===== src/rtl/mtm_alu_pkg.sv =====
// Shared definitions for the ALU input link receiver: OP codes, error flag
// positions, CRC-4 polynomial and frame geometry.
package mtm_alu_pkg;

  localparam logic [2:0] OP_AND = 3'b000;
  localparam logic [2:0] OP_OR  = 3'b001;
  localparam logic [2:0] OP_ADD = 3'b100;
  localparam logic [2:0] OP_SUB = 3'b101;

  // Bit positions inside err_flags = {ERR_DATA, ERR_CRC, ERR_OP}
  localparam int ERR_DATA = 2;
  localparam int ERR_CRC  = 1;
  localparam int ERR_OP   = 0;

  localparam logic [3:0] CRC4_POLY = 4'b0011;
  localparam int         FRAME_LEN = 11;

  typedef enum logic [1:0] {
    FR_IDLE,
    FR_TYPE,
    FR_BITS,
    FR_STOP
  } frame_state_t;

  // One serial step of CRC-4 (x^4+x+1), MSB first
  function automatic logic [3:0] crc4_step(input logic [3:0] crc, input logic d);
    logic fb;
    fb = crc[3] ^ d;
    return {crc[2:0], 1'b0} ^ (fb ? CRC4_POLY : 4'b0000);
  endfunction

  function automatic logic op_valid(input logic [2:0] op);
    return (op == OP_AND) || (op == OP_OR) || (op == OP_ADD) || (op == OP_SUB);
  endfunction

endpackage


===== src/rtl/mtm_alu_rx_frame.sv =====
// Bit-level frame receiver: start(0), type, 8 payload bits MSB first, stop(1).
// Emits a one-cycle frame_ok or frame_err pulse the cycle after the stop bit.
module mtm_alu_rx_frame
  import mtm_alu_pkg::*;
(
  input  logic       clk,
  input  logic       rst_n,
  input  logic       sin,
  output logic [7:0] rx_byte,
  output logic       is_ctl,
  output logic       frame_ok,
  output logic       frame_err,
  output logic       idle
);

  localparam int PAYLOAD_BITS = FRAME_LEN - 3;

  frame_state_t state;
  logic [2:0]   bit_cnt;

  assign idle = (state == FR_IDLE);

  // Frame FSM: walks start/type/payload/stop and flags the stop-bit outcome
  always_ff @(posedge clk or negedge rst_n) begin
    if (!rst_n) begin
      state     <= FR_IDLE;
      bit_cnt   <= 3'd0;
      rx_byte   <= 8'd0;
      is_ctl    <= 1'b0;
      frame_ok  <= 1'b0;
      frame_err <= 1'b0;
    end else begin
      frame_ok  <= 1'b0;
      frame_err <= 1'b0;
      case (state)
        FR_IDLE: if (!sin) state <= FR_TYPE;
        FR_TYPE: begin
          is_ctl  <= sin;
          bit_cnt <= 3'd0;
          state   <= FR_BITS;
        end
        FR_BITS: begin
          rx_byte <= {rx_byte[6:0], sin};
          bit_cnt <= bit_cnt + 3'd1;
          if (bit_cnt == 3'(PAYLOAD_BITS - 1)) state <= FR_STOP;
        end
        FR_STOP: begin
          if (sin) frame_ok  <= 1'b1;
          else     frame_err <= 1'b1;
          state <= FR_IDLE;
        end
        default: state <= FR_IDLE;
      endcase
    end
  end

endmodule


===== src/rtl/mtm_alu_rx_deser.sv =====
// ALU input link receiver: assembles two DATA_W operands from DATA frames,
// checks length / CRC-4 / OP on the CTL frame and presents a command or an
// error over valid/ready. Optional input synchronizer: MTM_ALU_RX_SYNC_EN.
module mtm_alu_rx_deser
  import mtm_alu_pkg::*;
#(
  parameter int DATA_W  = 32,
  parameter int TIMEOUT = 1024,
  parameter int OVF_W   = 8
) (
  input  logic              clk,
  input  logic              rst_n,
  input  logic              sin,
  output logic              out_valid,
  input  logic              out_ready,
  output logic [DATA_W-1:0] out_a,
  output logic [DATA_W-1:0] out_b,
  output logic [2:0]        out_op,
  output logic              out_err,
  output logic [2:0]        err_flags,
  output logic [OVF_W-1:0]  ovf_cnt
);

  localparam int NB = 2 * DATA_W / 8;
  localparam int CW = $clog2(NB + 2);
  localparam int TW = $clog2(TIMEOUT + 1);
  localparam logic [CW-1:0] NB_C     = CW'(NB);
  localparam logic [CW-1:0] NB_SAT   = CW'(NB + 1);
  localparam logic [TW-1:0] TMO_LAST = TW'(TIMEOUT - 1);

  logic sin_s;

`ifdef MTM_ALU_RX_SYNC_EN
  logic [1:0] sync_q;
  // Two-flop synchronizer, idles high like the line itself
  always_ff @(posedge clk or negedge rst_n) begin
    if (!rst_n) sync_q <= 2'b11;
    else        sync_q <= {sync_q[0], sin};
  end
  assign sin_s = sync_q[1];
`else
  assign sin_s = sin;
`endif

  logic [7:0] rx_byte;
  logic       is_ctl, frame_ok, frame_err, frm_idle;

  mtm_alu_rx_frame u_frame (
    .clk       (clk),
    .rst_n     (rst_n),
    .sin       (sin_s),
    .rx_byte   (rx_byte),
    .is_ctl    (is_ctl),
    .frame_ok  (frame_ok),
    .frame_err (frame_err),
    .idle      (frm_idle)
  );

  function automatic logic [3:0] crc4_byte(input logic [3:0] c, input logic [7:0] b);
    logic [3:0] r;
    r = c;
    for (int i = 7; i >= 0; i--) r = crc4_step(r, b[i]);
    return r;
  endfunction

  logic [CW-1:0]       byte_cnt;
  logic [3:0]          crc_q;
  logic [TW-1:0]       tmo_cnt;
  logic [2*DATA_W-1:0] opnd;
  logic                data_ok, ctl_ok, tmo_run, tmo_hit;
  logic [2:0]          ctl_op;
  logic [3:0]          ctl_crc, crc_final;
  logic [2:0]          flags;

  assign data_ok = frame_ok && !is_ctl;
  assign ctl_ok  = frame_ok && is_ctl;
  assign ctl_op  = rx_byte[6:4];
  assign ctl_crc = rx_byte[3:0];
  // Trailer of the CRC stream: a constant 1 followed by the OP bits
  assign crc_final = crc4_step(crc4_step(crc4_step(crc4_step(crc_q, 1'b1),
                     ctl_op[2]), ctl_op[1]), ctl_op[0]);

  // Idle time only accrues between frames of a started packet
  assign tmo_run = frm_idle && sin_s && (byte_cnt != '0);
  assign tmo_hit = tmo_run && (tmo_cnt == TMO_LAST);

  // Packet checks; priority gives exactly one flag per error packet
  always_comb begin
    flags = 3'b000;
    if (byte_cnt != NB_C)          flags[ERR_DATA] = 1'b1;
    else if (crc_final != ctl_crc) flags[ERR_CRC]  = 1'b1;
    else if (!op_valid(ctl_op))    flags[ERR_OP]   = 1'b1;
  end

  // Packet byte count and running CRC; cleared on packet end or discard
  always_ff @(posedge clk or negedge rst_n) begin
    if (!rst_n) begin
      byte_cnt <= '0;
      crc_q    <= 4'd0;
    end else if (frame_err || ctl_ok || tmo_hit) begin
      byte_cnt <= '0;
      crc_q    <= 4'd0;
    end else if (data_ok && (byte_cnt != NB_SAT)) begin
      byte_cnt <= byte_cnt + CW'(1);
      if (byte_cnt < NB_C) crc_q <= crc4_byte(crc_q, rx_byte);
    end
  end

  // Mid-packet idle timer
  always_ff @(posedge clk or negedge rst_n) begin
    if (!rst_n)                 tmo_cnt <= '0;
    else if (!tmo_run || tmo_hit) tmo_cnt <= '0;
    else                        tmo_cnt <= tmo_cnt + TW'(1);
  end

  // Operand shifter {A,B}; bytes past NB leave it untouched
  always_ff @(posedge clk) begin
    if (data_ok && (byte_cnt < NB_C)) opnd <= {opnd[2*DATA_W-9:0], rx_byte};
  end

  // Result register with hold-until-accept and drop counting
  always_ff @(posedge clk or negedge rst_n) begin
    if (!rst_n) begin
      out_valid <= 1'b0;
      out_a     <= '0;
      out_b     <= '0;
      out_op    <= 3'd0;
      out_err   <= 1'b0;
      err_flags <= 3'd0;
      ovf_cnt   <= '0;
    end else if (ctl_ok) begin
      if (!out_valid || out_ready) begin
        out_valid <= 1'b1;
        out_a     <= opnd[2*DATA_W-1:DATA_W];
        out_b     <= opnd[DATA_W-1:0];
        out_op    <= ctl_op;
        out_err   <= |flags;
        err_flags <= flags;
      end else if (ovf_cnt != '1) begin
        ovf_cnt <= ovf_cnt + OVF_W'(1);
      end
    end else if (out_valid && out_ready) begin
      out_valid <= 1'b0;
    end
  end

endmodule


===== config.mk =====
export PLATFORM = sky130hd
export DESIGN_NAME = mtm_alu_rx_deser
export DESIGN_NICKNAME = d
export VERILOG_FILES = /design/src/rtl/mtm_alu_pkg.sv /design/src/rtl/mtm_alu_rx_frame.sv /design/src/rtl/mtm_alu_rx_deser.sv
export SDC_FILE = /design/constraint.sdc
export NUM_CORES = 1
export LEC_CHECK = 0
export ABC_AREA = 1
export BUFFER_PORTS_ARGS = -buffer_cell sky130_fd_sc_hd__clkbuf_2
export CAP_MARGIN = 40
export CORE_UTILIZATION = 40
export DETAILED_ROUTE_END_ITERATION = 12
export HOLD_SLACK_MARGIN = 0.06
export PLACE_DENSITY = 0.65
export SLEW_MARGIN = 20
export SYNTH_ARGS = -nofsm -noshare
export SYNTH_HDL_FRONTEND = slang
export SYNTH_SLANG_ARGS = --single-unit

===== constraint.sdc =====
create_clock -name clk -period 4 [get_ports clk]
set_input_delay 0.4 -clock clk [delete_from_list [all_inputs] [get_ports clk]]
set_output_delay 0.4 -clock clk [all_outputs]
set_load 0.01 [all_outputs]

Word level (Yosys, flattened, before mapping)
Index checks and enable logic that the tools add are counted.
{"block": "totals", "out_inout_bits": 80, "latchBits": 0, "word_cells": 126, "mem_bits_rw": 0, "mem_bits_ro": 0, "regBits": 179, "in_bits": 4, "mem_count": 0}
{"block": "classes", "div_mod_pow": 0, "bitwise": 24, "n_mux": 34, "n_addsub": 4, "reduce_logical": 31, "magnitude_cmp": 1, "n_eq_ne": 15, "n_shift": 0, "n_mul": 0}
{"cell": "4-bit by 2-bit XOR with 4-bit output", "n": 12}
{"cell": "2-bit 2-to-1 mux", "n": 15}
{"cell": "4-bit 2-to-1 mux", "n": 5}
{"cell": "11-bit by 1-bit adder with 11-bit output, second input constant", "n": 1}
{"cell": "11-bit by 10-bit == test with 1-bit output, second input constant", "n": 1}
{"cell": "1-bit 2-to-1 mux", "n": 11}
{"cell": "11-bit 2-to-1 mux", "n": 1}
{"cell": "1-bit XOR", "n": 11}
{"cell": "3-bit == test, second input constant", "n": 3}
{"cell": "8-bit by 1-bit adder with 8-bit output, second input constant", "n": 1}
{"cell": "1-bit logical AND", "n": 8}
{"cell": "4-bit != test, second input constant", "n": 2}
{"cell": "8-bit != test, second input constant", "n": 1}
{"cell": "2-bit case mux with 4 select lines", "n": 1}
{"cell": "2-bit AND reduction", "n": 4}
{"cell": "2-bit nonzero test", "n": 4}
{"cell": "1-bit logical OR", "n": 7}
{"cell": "3-bit case mux with 2 select lines", "n": 1}
{"cell": "4-bit by 1-bit adder with 4-bit output, second input constant", "n": 1}
{"cell": "2-bit == test, second input constant", "n": 2}
{"cell": "4-bit < comparator, second input constant", "n": 1}
{"cell": "2-bit by 1-bit != test with 1-bit output, second input constant", "n": 2}
{"cell": "4-bit != test", "n": 1}
{"cell": "4-bit nonzero test", "n": 1}
{"cell": "10 further kinds", "n": 12}

Logic depth before layout (Yosys ltp)
Gate-level depths: netlist of the first run.
{"block": "logic_depth", "depth_word": 27, "ltp_mapped": 12, "depth_no_buf": 12}

Hierarchy
A second synthesis of the first run with hierarchy kept.
{"block": "hier_totals", "cells_unflattened": 688, "hier_area_um2": 7141.8}
{"module": "mtm_alu_rx_deser", "cells_per_inst": 612, "area_each_um2": 6441.2, "instances": 1}
{"module": "mtm_alu_rx_frame", "cells_per_inst": 76, "area_each_um2": 700.7, "instances": 1}

Worst setup path after synthesis of the first run
OpenSTA, ideal clock, no wires.
{"block": "synth_timing", "path_type": "reg2reg", "start": "register byte_cnt[1]", "end": "register crc_q[0]", "period_less_slack_ps": 3041, "setup_time_ps": 77, "required_ps": 3923, "path_stages_with_launch": 10, "path_buffers": 0, "path_slack_ps": 959, "t_arrival_ps": 2964, "cell_sequence": "dfrtp_1 inv_1 ha_1 nand3_1 nand2_1 nor2_2 inv_2 nor2_4 nand3_1 o21ai_1"}
{"block": "synth_via", "elab_chain_cells": 6, "word_cells_on_any_way": 11}
{"element": "start, declared", "line": "mtm_alu_rx_deser.sv:66", "rtl": "logic [CW-1:0] byte_cnt;"}
{"element": "start signal, assigned", "line": "mtm_alu_rx_deser.sv:104", "rtl": "byte_cnt <= byte_cnt + CW'(1);"}
{"element": "branches (longest 6 deep; another with 4-bit < comparator)"}
{"element": "end signal, assigned", "line": "mtm_alu_rx_deser.sv:105", "rtl": "if (byte_cnt < NB_C) crc_q <= crc4_byte(crc_q, rx_byte);"}
{"element": "end, declared", "line": "mtm_alu_rx_deser.sv:67", "rtl": "logic [3:0] crc_q;"}
Parallel ways; which one is timed is not known.
A chain may end at the register's enable or synchronous reset.

Final worst setup path of the first run
{"block": "layout_timing", "start": "register byte_cnt[1]", "end": "register opnd[14], enable pin"}
{"block": "layout_via", "elab_chain_cells": 2}
{"element": "4-bit < comparator", "line": "mtm_alu_rx_deser.sv:118", "rtl": "if (data_ok && (byte_cnt < NB_C)) opnd <= {opnd[2*DATA_W-9:0], rx_byte};"}
{"element": "1-bit logical AND", "line": "mtm_alu_rx_deser.sv:118"}
{"element": "end signal, assigned", "line": "mtm_alu_rx_deser.sv:118"}
{"element": "end, declared", "line": "mtm_alu_rx_deser.sv:69", "rtl": "logic [2*DATA_W-1:0] opnd;"}
Every way passes these cells.

==> load_flow_metrics.sql, run 1 <==
INSERT INTO impl_metrics (metric_group, metric, value, unit) VALUES
('global_route', 'antenna_violations_before_repair', '0', ''),
('route', 'drt-initial-drc-count', '375', ''),
('yosys', 'post_synth_most_frequent_cells', 'nand2_1 (302), dfrtp_1 (115), edfxtp_1 (64)', ''),
('layout', 'n_antenna_cell', '0', ''),
('yosys', 'postSynth.topFlopCell', 'dfrtp_1', ''),
('power', 'swShare', '0.3505', ''),
('critical_path', 'cp_slowest_stage_delay', '0.38', 'ns'),
('yosys', 'netlist_top_cells_area', 'dfrtp_1 (40%), edfxtp_1 (27%), nand2_1 (16%)', ''),
('run_status', 'status', 'finished clean', ''),
('yosys', 'synth-seq-area-share', '0.6742', ''),
('clocking', 'cts_resized', '0', ''),
('critical_path', 'critical_path.max_fanout', '38', ''),
('placed_design', 'place.gp.congestion', '0.8599', ''),
('route', 'drt_pass1_iterations', '4', ''),
('power', 'power_frac_comb', '0.294', ''),
('power', 'power.switching', '0.002152', 'W'),
('yosys', 'synthesis.area_per_instance', '10.42', 'sq um'),
('yosys', 'synth_async_sr_flop_share', '0.6425', ''),
('sta', 'headroom_to_the_max_slew_limit', '0.4935', ''),
('sta', 'unrepaired_setup_endpoints_after_global_routing', 'false', ''),
('critical_path', 'worst_path_max_delay_cell', 'dfrtp_1', ''),
('global_route', 'grt_pass1_wl', '21.73', 'mm'),
('power', 'internal_power', '0.003987', 'W'),
('sta', 'final_max_slew_viol_count', '0', ''),
('yosys', 'synth-seq-cells', '179', ''),
('layout', 'nNetsFinal', '793', ''),
('yosys', 'synth-edff-count', '64', ''),
('yosys', 'yosysWarningCount', '0', ''),
('clocking', 'post-cts-setup-buffers', '0', ''),
('critical_path', 'critical_path.startpoint_type', 'register', ''),
('global_route', 'globalRouteOverflowTotal', '0', ''),
('yosys', 'synth_most_common_cell', 'nand2_1', ''),
('yosys', 'netlist_instances', '683', ''),
('hold_path', 'hp_class', 'primary input to register', ''),
('route', 'post_drt_via_cell_ratio', '4.681', ''),
('power', 'power_leakage', '4.064', 'nW'),
('clocking', 'cts_hold_buffers', '1', ''),
('power', 'power_per_cell_area', '728.6', 'nW/um^2'),
('clocking', 'cts-root-to-sink-buffers', '2', ''),
('clocking', 'tritoncts', 'built', ''),
('global_route', 'grt_start_max_net_pins', '72', ''),
('sta', 'fin_tns_setup', '0', 'ns'),
('yosys', 'synth_top_cell_area_share', '0.4042', ''),
('route', 'drc', '0', ''),
('critical_path', 'critPathRequiredTime', '4.11', 'ns'),
('yosys', 'synth_compound_area_frac', '0.02707', ''),
('critical_path', 'cp.arrival', '1.95', 'ns'),
('critical_path', 'crit_top_cell', 'buf_12', ''),
('sta', 'timing_hold_violations_final', '0', ''),
('global_route', 'vias_in_the_first_global_route', '4420', ''),
('yosys', 'dominant_combinational_cell_family_by_area_after_synthesis', 'simple AND/OR/NAND/NOR gates', ''),
('layout', 'final_layout_size_suffix_gt1_frac', '0.1949', ''),
('power', 'clock_power_share', '0.255', ''),
('sta', 'worst_pin_slew', '0.7598', 'ns'),
('yosys', 'synth-xor-area-share', '0.01599', ''),
('sta', 'max_freq', '544.6', 'MHz'),
('critical_path', 'cell_by_cell_trace_of_the_critical_path', 'inv_1, ha_1, nand3_1, nand2_1, nor2_4, buf_12, buf_12', ''),
('sta', 'total_of_endpoints_with_negative_setup_slack_in_the_final_report', '0', ''),
('clocking', 'clock_sinks', '179', ''),
('yosys', 'post_synth_fa_ha_maj_area_fraction', '0.02109', ''),
('route', 'wl_per_cell', '13.03', 'microns'),
('clocking', 'clkLatencyLatePin', '0.42', 'ns'),
('global_route', 'gr-usage-all-layers', '0.1551', ''),
('layout', 'layout_stage_area_growth_over_the_synthesis_result', '18.35', '%'),
('clocking', 'total_cts_buffers', '17', ''),
('floorplanning', 'die_x', '135.4', 'microns'),
('floorplanning', 'initial_utilization', '0.4102', ''),
('yosys', 'synth_top_area_cell', 'dfrtp_1', ''),
('yosys', 'synth_simple_gate_area_frac', '0.2251', ''),
('sta', 'finalWorstPathRequiredPeriod', '1.836', 'ns'),
('critical_path', 'worstSetupEndpointType', 'register', '');
==> kinds of logic after synthesis <==
logic type / Yosys count
AND/OR/NAND/NOR: 385
flip-flops: 179
buffers and inverters: 61
AO/OA/AOI/OAI: 31
XOR/XNOR: 13
adder cells (fa/ha/maj): 12
multiplexers: 2
==> critical path, delay by kind of cell, from the launching register on <==
family	cells	cell delay [ns]
flip-flops	1	0.38
adder cells (fa/ha/maj)	1	0.17
AND/OR/NAND/NOR	3	0.42
buffers and inverters	3	0.52
==> metrics by stage <==
step | hold slack, ns | power (W) | worst slack [ns] | cells | cell area (sq um)
CTS | 0.2040 | 0.006211 | 1.819 | 1014 | 8406
floorplan | 0.1044 | 0.003917 | 0.9594 | 683 | 7119
global placement | 0.4226 | 0.004575 | 1.848 | 980 | 7805
finish | 0.2159 | 0.006139 | 2.164 | 1015 | 8426
global route | 0.2174 | 0.006604 | 1.995 | 1015 | 8426
detailed placement | 0.4014 | 0.004615 | 1.825 | 981 | 7833
==> power groups by stage <==
| stage | combinational (W) | sequential [W] | clock [W] |
|---|---|---|---|
| 3_3_place_gp | 0.00178 | 0.00280 | 0 |
| 6_report | 0.00181 | 0.00277 | 0.00157 |
| 3_5_place_dp | 0.00181 | 0.00280 | 0 |
| 5_1_grt | 0.00209 | 0.00283 | 0.00168 |
| 2_1_floorplan | 0.00104 | 0.00288 | 0 |
| 4_1_cts | 0.00183 | 0.00277 | 0.00161 |
==> final timing paths <==
kind                                               from                              to  slack [ns]  cells past startpoint
worst min register to register       opnd[61]$_DFFE_PP_           out_a[29]$_DFFE_PN0P_        0.44                      2
min in group asynchronous                         rst_n          ovf_cnt[5]$_DFFE_PN0P_        0.49                      2
worst min-delay path                                sin     u_frame.frame_err$_DFF_PN0_        0.22                      2
worst max-delay path            byte_cnt[1]$_DFFE_PN0P_              opnd[14]$_DFFE_PP_        2.16                      7
worst max register to register  byte_cnt[1]$_DFFE_PN0P_              opnd[14]$_DFFE_PP_        2.16                      7
max in group asynchronous                         rst_n  u_frame.rx_byte[5]$_DFFE_PN0P_        2.59                      4
==> cells in the final DEF, fill, tap and decap left out, types with 3 or more instances in the layout <==
cell        netlist  routed
nor2_1           23      23
clkbuf_16         0      17
nor2_4            4       5
clkbuf_2          0      82
buf_4             1       5
ha_1             12      12
clkinvlp_4        0       3
a21oi_1           8       8
clkinv_2          0       3
edfxtp_1         64      64
o21ai_0          14      14
nand2_2           6       6
o21ai_1           3       3
nand3_1          34      34
xor2_1            6       6
inv_2            11      11
nand2_1         302     302
nor3_1            5       5
dfrtp_1         115     115
xnor2_1           7       7
inv_1            33      33
==> area by class of cell <==
cell class	count	area, sq um
Clock buffer	21	460.4
Clock inverter	11	102.6
Fill cell	1583	8931
Inverter	45	168.9
Multi-Input combinational cell	443	2087
Sequential cell	179	4800
Tap cell	225	281.5
Timing Repair Buffer	91	525.5
==> layer usage <==
metal	vias up	GRT usage	share of wire
li1	2379	-	-
met2	88	0.2368	0.47
met5	-	0	0
met4	0	0.06117	0.014
met3	15	0.03591	0.043
met1	2269	0.2143	0.48
==> sequential cells by signal, summed over array words and instances, names as in the netlist <==
signal             flops
u_frame.rx_byte        8
out_a                 32
tmo_cnt               11
u_frame.frame_err      1
byte_cnt               4
out_valid              1
u_frame.is_ctl         1
u_frame.bit_cnt        3
out_err                1
err_flags              3
crc_q                  4
u_frame.frame_ok       1
out_op                 3
opnd                  64
out_b                 32
u_frame.state          2
ovf_cnt                8
Power figures use the tool's default switching activity.
==> run 2: changes to the inputs <==
- PLACE_DENSITY: 0.65 -> 0.68
- clock period: 4 -> 1.53 ns (I/O delays scaled with it)
==> load_flow_metrics.sql, run 2 (same netlist as run 1, synthesis figures left out) <==
INSERT INTO impl_metrics (metric_group, metric, value, unit) VALUES
('route', 'drt-initial-drc-count', '274', ''),
('sta', 'final_max_slew_viol_count', '0', ''),
('clocking', 'ctsRootBufferMaster', 'clkbuf_16', ''),
('global_route', 'met1_usage', '0.2232', ''),
('power', 'power_leakage', '4.348', 'nW'),
('power', 'power_per_cell_area', '1886', 'nW/um^2'),
('critical_path', 'startpoint', 'byte_cnt[0]$_DFFE_PN0P_', ''),
('global_route', 'grt_pass1_wl', '22.27', 'mm'),
('layout', 'largest_register_ff_count', '64', ''),
('layout', 'layout_stage_area_growth_over_the_synthesis_result', '26.20', '%'),
('critical_path', 'critical_path.startpoint_type', 'register', ''),
('floorplanning', 'die_x', '135.4', 'microns'),
('layout', 'final_layout_size_suffix_gt1_frac', '0.2764', ''),
('sta', 'unrepaired_setup_endpoints_after_global_routing', 'true', ''),
('sta', 'headroom_to_the_max_slew_limit', '0.7406', ''),
('run', 'drv.max_cap_violation_count', '0', ''),
('power', 'power.switching', '0.005928', 'W'),
('clocking', 'cts-root-to-sink-buffers', '2', ''),
('critical_path', 'worst_path_max_delay_cell', 'dfrtp_1', ''),
('placed_design', 'dp_worst_setup_slack', '-0.01382', 'ns'),
('critical_path', 'r2r-start', 'byte_cnt[0]$_DFFE_PN0P_', ''),
('critical_path', 'cp_slowest_stage_delay', '0.42', 'ns'),
('power', 'internal_power', '0.01102', 'W'),
('clocking', 'tritoncts', 'built', ''),
('layout', 'layout_commonest_cell', 'nand2_1', ''),
('power', 'swShare', '0.3498', ''),
('floorplanning', 'core_area', '17360', 'sq um'),
('critical_path', 'r2r_setup_slack', '0.03', 'ns'),
('sta', 'worst_pin_slew', '0.3892', 'ns'),
('layout', 'n_antenna_cell', '0', ''),
('route', 'wirelength', '14.35', 'mm'),
('floorplanning', 'initial_utilization', '0.4102', ''),
('clocking', 'clock_sinks', '179', ''),
('critical_path', 'worst_setup_path_endpoint', 'opnd[63]$_DFFE_PP_', ''),
('route', 'postRouteAntennaNets', '0', ''),
('layout', 'biggestRegsByFlops', 'opnd x64, out_a x32, out_b x32', ''),
('global_route', 'grt_start_max_net_pins', '36', ''),
('global_route', 'gr-usage-all-layers', '0.1606', ''),
('global_route', 'grt_util_met3', '0.03367', ''),
('global_route', 'antenna_violations_before_repair', '0', ''),
('global_route', 'top_usage_layer', 'met2', ''),
('floorplanning', 'die-area', '18340', 'sq um'),
('layout', 'layout.cell_area.non_filler', '8985', 'sq um'),
('floorplanning', 'chipHeight', '135.4', 'microns'),
('global_route', 'met2_usage', '0.2402', ''),
('sta', 'clock_skew', '0.008320', 'ns'),
('sta', 'finalWorstPathRequiredPeriod', '1.501', 'ns'),
('critical_path', 'cp.arrival', '1.64', 'ns'),
('power', 'ir_worst_vdd', '0.9964', 'mV'),
('route', 'post_drt_via_cell_ratio', '4.654', ''),
('critical_path', 'reg2regPathDepth', '6', ''),
('placed_design', 'placed_cell_area', '8070', 'sq um'),
('critical_path', 'endpoint_of_the_most_critical_register_to_register_path', 'opnd[63]$_DFFE_PP_', ''),
('critical_path', 'cell_by_cell_trace_of_the_critical_path', 'ha_2, nand3_2, nand2_2, nor2_4, buf_12, clkbuf_16', ''),
('placed_design', 'dp.final_hpwl', '9.608', 'mm'),
('sta', 'timing_hold_violations_final', '0', ''),
('floorplanning', 'ioPinCount', '84', ''),
('sta', 'fin_tns_setup', '0', 'ns'),
('floorplanning', 'num_rows', '48', ''),
('critical_path', 'critical_path.max_fanout', '17', ''),
('clocking', 'total_cts_buffers', '17', ''),
('sta', 'total_of_endpoints_with_negative_setup_slack_in_the_final_report', '0', ''),
('clocking', 'cts.clk_slew.worst_paths', '0.06', 'ns'),
('route', 'drt_pass1_iterations', '4', ''),
('layout', 'largest_register', 'opnd', ''),
('route', 'wl_per_cell', '13.57', 'microns'),
('route', 'detailroute.via_count', '4919', ''),
('placed_design', 'place.gp.congestion', '0.8322', ''),
('clocking', 'clkLatencyLatePin', '0.43', 'ns'),
('hold_path', 'hp_class', 'primary input to asynchronous set/reset pin', ''),
('power', 'sequential_cell_fraction_of_total_power', '0.426', ''),
('critical_path', 'criticalPathCategory', 'register to register', ''),
('critical_path', 'critPathRequiredTime', '1.67', 'ns'),
('route', 'drc', '0', ''),
('sta', 'layout_worst_path_cycle_share', '0.9808', ''),
('power', 'power_frac_comb', '0.322', ''),
('sta', 'max_freq', '666.4', 'MHz'),
('global_route', 'globalRouteOverflowTotal', '0', ''),
('layout', 'highest_count_cells_in_the_layout_ignoring_fill_and_taps', 'nand2_1 (287), dfrtp_1 (110), clkbuf_2 (82)', ''),
('sta', 'final_critical_path_setup_slack', '0.02943', 'ns'),
('placed_design', 'port_buffers', '83', ''),
('run_status', 'status', 'finished clean', ''),
('power', 'clock_power_share', '0.252', ''),
('global_route', 'vias_in_the_first_global_route', '4446', ''),
('critical_path', 'worstSetupEndpointType', 'register', ''),
('layout', 'nNetsFinal', '835', ''),
('clocking', 'h_tree_lvl_count', '4', '');
## run 2: critical path: cells and delay by family (launching register included)
kind          cells  cell delay (ns)
simple gates      3             0.25
buf+inv           2             0.34
flops             1             0.42
fa+ha+maj         1             0.19
## run 2: how the worst min path moves through the flow
stage                     startpoint                       to  slack, ns  cells after the start
final                          rst_n    out_a[31]$_DFFE_PN0P_       0.20                      2
after global placement         rst_n   ovf_cnt[5]$_DFFE_PN0P_       0.11                      1
after global routing           rst_n    out_a[25]$_DFFE_PN0P_       0.23                      2
after detailed placement       rst_n    out_a[31]$_DFFE_PN0P_       0.11                      1
after floorplan                rst_n  byte_cnt[0]$_DFFE_PN0P_      -0.14                      0
after CTS                      rst_n    out_a[31]$_DFFE_PN0P_       0.20                      2
## run 2: through the flow
step | util | std cells | power [W] | hold WS (ns)
2_1_floorplan | - | 683 | 0.01025 | -0.1426
4_1_cts | 0.5001 | 1040 | 0.01672 | 0.1969
6_report | 0.5177 | 1057 | 0.01694 | 0.2009
3_5_place_dp | 0.4650 | 1005 | 0.01239 | 0.1083
3_3_place_gp | 0.4650 | 1005 | 0.01226 | 0.1104
5_1_grt | 0.5177 | 1057 | 0.01806 | 0.2258
## run 2: area by class of cell
| type | count | area (sq um) |
|---|---|---|
| clock inverters | 12 | 130.1 |
| flip-flops and latches | 179 | 4806 |
| multi-input cells | 443 | 2190 |
| clock buffers | 20 | 446.7 |
| inverters | 45 | 171.4 |
| well taps | 225 | 281.5 |
| repair buffers | 133 | 959.7 |
| fillers | 1528 | 8372 |
## run 2: per-layer routing
metal,vias to the layer above,wire [microns]
met5,-,0
met4,0,305
met3,21,562
met2,107,6657
met1,2333,6824
li1,2458,-
## run 2: timing repair
action	4_1_cts	5_1_grt
hold buffers	3	0
cloned	0	4
resized for setup	1	39
buffers inserted	0	13
pin swaps	0	10
hold endpoints to repair	120	0
setup endpoints to repair	2	89
## run 2: power by group through the flow
stage | registers [W] | logic, W | clock network, W
finish | 0.00723 | 0.00545 | 0.00427
global route | 0.00737 | 0.00615 | 0.00455
CTS | 0.00719 | 0.00516 | 0.00436
detailed placement | 0.00728 | 0.00512 | 0
global placement | 0.00727 | 0.00499 | 0
floorplan | 0.00752 | 0.00273 | 0
